--- config.mk ---
export PLATFORM = sky130hd
export DESIGN_NAME = fan_cmd_sequencer
export DESIGN_NICKNAME = d
export VERILOG_FILES = /design/src/rtl/fan_cmd_sequencer.sv
export SDC_FILE = /design/constraint.sdc
export NUM_CORES = 1
export LEC_CHECK = 0
export BUFFER_PORTS_ARGS = -buffer_cell sky130_fd_sc_hd__buf_2
export CORE_AREA = 5 5 67 69
export CTS_CLUSTER_DIAMETER = 80
export DETAILED_ROUTE_END_ITERATION = 10
export DIE_AREA = 0 0 72 74
export PLACE_DENSITY = 0.66
export SLEW_MARGIN = 20
export SYNTH_ARGS = -nofsm -noshare
export SYNTH_HDL_FRONTEND = slang
export SYNTH_SLANG_ARGS = --single-unit
--- constraint.sdc ---
create_clock -name ref_clk -period 2.1 [get_ports ref_clk]
set_input_delay 0.21 -clock ref_clk [delete_from_list [all_inputs] [get_ports ref_clk]]
set_output_delay 0.21 -clock ref_clk [all_outputs]
set_load 0.05 [all_outputs]
--- src/rtl/fan_cmd_sequencer.sv ---
// Fan command sequencer: turns each accepted speed/light command into a timed burst of generator start strobes.
// Latency: first gen_start 1 cycle after acceptance; start strobes PACKET_CYCLES+GAP_CYCLES apart; done 1 cycle after the last period.
// Backpressure: req_ready low while a burst runs (or while the pending slot is full when FAN_CMD_PENDING_EN is defined).
// Optional feature macro: FAN_CMD_PENDING_EN adds a one-entry pending command register.
module fan_cmd_sequencer #(
  parameter int PACKET_CYCLES = 79872,
  parameter int GAP_CYCLES    = 16384,
  parameter int REPEAT_COUNT  = 4,
  parameter int TIMER_WIDTH   = 18,
  parameter int CMD_MAX       = 4
) (
  input  logic       ref_clk,
  input  logic       reset,
  input  logic       req_valid,
  input  logic [2:0] req_cmd,
  output logic       req_ready,
  output logic [2:0] gen_cmd,
  output logic       gen_start,
  output logic       busy,
  output logic       done,
  output logic       cmd_err
);

  localparam int CNT_W = $clog2(REPEAT_COUNT + 1);
  localparam logic [TIMER_WIDTH-1:0] PERIOD_LOAD = TIMER_WIDTH'(PACKET_CYCLES + GAP_CYCLES - 1);
  localparam logic [TIMER_WIDTH-1:0] TIMER_ONE   = TIMER_WIDTH'(1);
  localparam logic [CNT_W-1:0]       REPEAT_LAST = CNT_W'(REPEAT_COUNT);
  localparam logic [2:0]             CMD_LIMIT   = 3'(CMD_MAX);

  typedef enum logic [1:0] {
    IDLE  = 2'd0,
    START = 2'd1,
    WAIT  = 2'd2
  } state_t;

  state_t                 state, state_nxt;
  logic [TIMER_WIDTH-1:0] timer, timer_nxt;
  logic [CNT_W-1:0]       rep_cnt, rep_cnt_nxt;
  logic [2:0]             gen_cmd_nxt;
  logic                   done_nxt;
  logic                   cmd_err_nxt;
  logic                   accept;
  logic                   cmd_ok;

`ifdef FAN_CMD_PENDING_EN
  logic                   pend_vld, pend_vld_nxt;
  logic [2:0]             pend_cmd, pend_cmd_nxt;
`endif

  assign cmd_ok = (req_cmd <= CMD_LIMIT);
  assign accept = req_valid && req_ready;

  // Handshake and status outputs; gated by reset so nothing leaks out while reset is held.
  always_comb begin
    req_ready = 1'b0;
    if (!reset) begin
      if (state == IDLE) begin
        req_ready = 1'b1;
      end else begin
`ifdef FAN_CMD_PENDING_EN
        req_ready = !pend_vld;
`else
        req_ready = 1'b0;
`endif
      end
    end
  end

  assign gen_start = (state == START) && !reset;
  assign busy      = (state != IDLE) && !reset;

  // Next-state, period timer, repeat counter and command latch.
  always_comb begin
    state_nxt   = state;
    timer_nxt   = timer;
    rep_cnt_nxt = rep_cnt;
    gen_cmd_nxt = gen_cmd;
    done_nxt    = 1'b0;
    // Out-of-range commands are consumed and flagged, never executed.
    cmd_err_nxt = accept && !cmd_ok;
`ifdef FAN_CMD_PENDING_EN
    pend_vld_nxt = pend_vld;
    pend_cmd_nxt = pend_cmd;
    // Requests arriving mid-burst park in the pending slot.
    if ((state != IDLE) && accept && cmd_ok) begin
      pend_vld_nxt = 1'b1;
      pend_cmd_nxt = req_cmd;
    end
`endif
    unique case (state)
      IDLE: begin
        if (accept && cmd_ok) begin
          gen_cmd_nxt = req_cmd;
          state_nxt   = START;
        end
      end
      START: begin
        timer_nxt   = PERIOD_LOAD;
        rep_cnt_nxt = rep_cnt + CNT_W'(1);
        state_nxt   = WAIT;
      end
      WAIT: begin
        timer_nxt = timer - TIMER_ONE;
        if (timer == TIMER_ONE) begin
          if (rep_cnt == REPEAT_LAST) begin
            rep_cnt_nxt = '0;
            done_nxt    = 1'b1;
            state_nxt   = IDLE;
`ifdef FAN_CMD_PENDING_EN
            // Chain straight into the next burst; a request taken on this very
            // cycle (slot empty) is launched directly instead of being parked.
            if (pend_vld) begin
              gen_cmd_nxt  = pend_cmd;
              pend_vld_nxt = 1'b0;
              state_nxt    = START;
            end else if (accept && cmd_ok) begin
              gen_cmd_nxt  = req_cmd;
              pend_vld_nxt = 1'b0;
              state_nxt    = START;
            end
`endif
          end else begin
            state_nxt = START;
          end
        end
      end
      default: state_nxt = IDLE;
    endcase
  end

  // State and datapath registers with synchronous reset.
  always_ff @(posedge ref_clk) begin
    if (reset) begin
      state   <= IDLE;
      timer   <= '0;
      rep_cnt <= '0;
      gen_cmd <= '0;
      done    <= 1'b0;
      cmd_err <= 1'b0;
`ifdef FAN_CMD_PENDING_EN
      pend_vld <= 1'b0;
      pend_cmd <= '0;
`endif
    end else begin
      state   <= state_nxt;
      timer   <= timer_nxt;
      rep_cnt <= rep_cnt_nxt;
      gen_cmd <= gen_cmd_nxt;
      done    <= done_nxt;
      cmd_err <= cmd_err_nxt;
`ifdef FAN_CMD_PENDING_EN
      pend_vld <= pend_vld_nxt;
      pend_cmd <= pend_cmd_nxt;
`endif
    end
  end

endmodule

# After elaboration in Yosys (flattened, before gate mapping)
# Cells that the tools add are included.
# Widths: inputs -> output; s select.
# classes
n_addsub	2
order_cmp	1
n_eq_ne	7
n_mux	11
bitwise_logic	2
n_reduce_logical	14
# ops
op	n
$pmux 18 s2	1
$eq 18x1->1 const B	1
$sub 18x1->18 const B	1
$mux 3	2
$pmux 2 s3	1
$pmux 3 s2	1
$logic_and 1x1->1	5
$mux 1	4
$mux 2	2
$ne 2x2->1 const B	2
$reduce_and 2->1	2
$reduce_bool 2->1	2
$add 3x1->3 const B	1
$eq 3x3->1 const B	1
$le 3x3->1 const B	1
$reduce_and 3->1	1
$reduce_or 3->1	1
$eq 2x1->1 const B	1
$eq 2x2->1 const B	1
$logic_not 1->1	2
$logic_not 2->1	1
$ne 2x1->1 const B	1
$not 1->1	2
# totals
reg_bits	28
in_bits	6
output_inout_bits	8
word_cells	43

# Logic depth before layout (Yosys ltp)
# logic_depth
word_depth	7
ltp_mapped	7
ltp_nobuf	6

# Least setup slack after synthesis
# Ideal clock, no wire load.
# synth_timing
path_kind	register to register
startpoint	register state[0]
endpoint	register timer[17]
setup_time_ns	0.121
t_arrival_ns	1.951
required_time_ns	1.979
slack_ns	0.028
path_stages_with_launch	7
path_buffers	0
synth_period_minus_slack_ns	2.072
path_cell_list	dfxtp_1 -> inv_1 -> ha_1 -> nor3b_1 -> nand3_2 -> nor4_1 -> mux2_2
# synth_between
elab_chain_cells	2
# synth_rtl
item	line	rtl
start: declaration	36	state_t state, state_nxt;
start signal: assignment	145	state <= state_nxt;
$eq 2x2->1 or $eq 2x1->1 (tied branches)	90	unique case (state)
$pmux 18 s2 or $reduce_bool 2->1 (tied branches)	-	
end signal: assignment	146	timer <= timer_nxt;
end: declaration	37	logic [TIMER_WIDTH-1:0] timer, timer_nxt;
# Parallel ways exist; a longest one is shown, timed or not.
# A chain may end at the register's enable or synchronous reset.

# Worst setup path after layout
# layout_timing
startpoint	register state[0]
endpoint	register timer[16]
# Same word-level chain as after synthesis.

==> results.txt <==
Setup crit start kind - register
synth unique cells - 36
largest cells by area after synthesis - dfxtp_1, ha_1, a21oi_1
routability cong. - 0.782
Slew Limit Fails - 0
mean number of vias per cell - 5.27
# fillers - 409
Root Buffer - clkbuf_8
syn_nets - 182
RSZ-0062 raised after global routing - no
Final setup viols - 0
sw power - 1.00 mW
slew of the pin with the lowest slew margin - 0.561 ns
row count - 23
top-count cell post-synth - dfxtp_1
Final ANT Viol Nets - 0
sequential-to-total area share from yosys stat - 38.4%
Vias - 1234
clk_lat worst skew - 0.28 ns
global-route wire length before repair - 5.13 mm
hold violation total from the final report - 0
worst path required time - 2.25 ns
pin count of the biggest net entering global routing - 20
Worst Clk Skew - 0.00658 ns
maxcap violations - 0
GRT Total Usage - 11.8%
CTS Buf Count - 3
static leakage - 0.629 nW
minimum clock period after layout - 1.91 ns
cell internal pwr - 1.36 mW
total gr overflow - 0
cell count after synthesis - 167
Worst slew margin - 62.2%
Worst EP arrival - 2.07 ns
Final #Nets - 200
Initial Util - 37.9%
top_reg_cell synth - dfxtp_1
die area - 5330 um^2
Max Clock Freq - 523 MHz
CP Capture Type - register
initial antenna violation count - 0
die width - 72 um
Tcrit/Tclk final - 91.1%
CORE AREA - 3860 um^2
worst-path maximum fanout - 13
io pins - 14
worst hold path type - input port to register
layout cell share with drive strength beyond 1 - 16.8%
cell type with the largest total area after synthesis - dfxtp_1
Post-CTS Setup Bufs - 0
outcome - complete, no violations
antenna cells - 0
Sinks on Clock Net - 28
CTS tree - built
Iter 0 DRT Violations - 70
area of the mapped netlist - 1460 um^2
DP HPWL - 2.11 mm
Yosys reg bits - 28
fin worst setup slack - 0.186 ns
Port Buf Inserts - 13
Syn Area/Cell - 8.75 um^2
Clk pwr share - 14.3%
sw frac - 42.4%
Setup CP Type - register to register
Yosys Warn Count - 0
Vert. Die Dim - 74 um
post-synth top area share - 38.4%
number of synthesized flops with an enable pin - 0
overall routed net length - 2.90 mm
setup_tns - 0 ns
htree depth - 1
pre-CTS WS - 0.116 ns
buffers from clock root to sink, at most - 2
drt wl/cell - 12.4 um
sequential share of power - 37.4%
DR pass1 iterations - 4
drt drc - 0
largest vdd supply drop - 620 uV
hold-fix buffers at CTS - 0
vias in the first global route - 1168
clock transition at the registers of the reported paths - 0.09 ns
Cell Pwr Density - 1410 nW/um^2
area grow syn2layout - 14.9%
Comb pwr share - 48.3%
FFs w/ async S/R, synth - 0%
most frequent cells after synthesis - dfxtp_1, a21oi_1, nor2_1
==> metal layers <==
layer	GRT usage [%]	wire [um]	up-vias
met1	15.2	1410	574
met3	2.70	124	4
met4	3.13	34	0
met5	0	0	-
li1	-	-	635
met2	20.1	1330	21
==> area by class of cell <==
type	count	area [um^2]	area share, %
Inverter	7	26.3	1.56
Clock buffer	4	55.1	3.28
Multi-Input combinational cell	124	850	50.6
Timing Repair Buffer	21	125	7.45
Sequential cell	28	561	33.4
Tap cell	50	62.6	3.73
==> worst max-delay path, cell delays in order (launching register included) <==
cell and delay (ns):
dfxtp_1 0.39, inv_1 0.09, ha_1 0.31, buf_4 0.19, nor4bb_1 0.22, buf_4 0.20
nand4_1 0.12, xor2_1 0.18, a21oi_1 0.08
==> power by group through the flow <==
stage / Clock [mW] / Sequential, mW / Combinational [mW]
3_5_place_dp: 0 / 0.888 / 1.13
6_report: 0.337 / 0.882 / 1.14
3_3_place_gp: 0 / 0.888 / 1.13
4_1_cts: 0.351 / 0.877 / 1.14
2_1_floorplan: 0 / 0.870 / 0.824
5_1_grt: 0.372 / 0.909 / 1.30
==> what timing repair did <==
| action | 4_1_cts | 5_1_grt |
|---|---|---|
| setup endpoints to repair | 0 | 2 |
| hold endpoints to repair | 0 | 0 |
| resized for setup | 0 | 1 |
==> layout by cell type, fill, tap and decap left out, drive strengths merged, types with 3 or more instances in the layout <==
cell type  count
nor2b          4
buf           21
a311oi         5
nor4           5
nand2b         5
a21oi         17
and2           3
nor3           9
xor2           9
ha             9
nor2          11
o21ai          9
nand2          7
or3            3
inv            7
dfxtp         28
nand3          5
nand3b         4
nand4          3
clkbuf         4
==> path summary, 6_finish.rpt <==
check        startpoint          to  slack, ns  cells past startpoint
max reg2reg    state[0]   timer[16]       0.19                      8
max            state[0]   timer[16]       0.19                      8
min          req_cmd[1]  gen_cmd[1]       0.22                      3
min reg2reg  gen_cmd[1]  gen_cmd[1]       0.50                      2
==> flip-flops by register name (all words and copies together) (netlist names) <==
name / cells
timer: 18
gen_cmd: 3
rep_cnt: 3
state: 2
cmd_err: 1
done: 1
==> stage by stage <==
step	instance area [um^2]	hold WS (ns)	power [mW]	std cells	utilization (%)
after detailed placement	1620	0.480	2.02	230	42.0
final	1680	0.216	2.36	234	43.5
after global placement	1620	0.475	2.02	230	42.0
after global routing	1680	0.231	2.58	234	43.5
after floorplan	1460	0.372	1.69	167	-
after CTS	1670	0.206	2.37	234	43.4
==> cells by family (layout without fill, tap and decap cells) <==
logic type	count (synthesis)	count (layout)	share of synthesized area [%]
buffers and inverters	15	32	3.85
muxes	3	3	2.23
xor gates and xnor gates	10	10	5.99
adders and majority gates	9	9	7.71
DFF	28	28	38.4
AOI/OAI and AO/OA	38	38	16.3
and+or+nand+nor	64	64	25.6
Power figures use the tool's default switching activity.
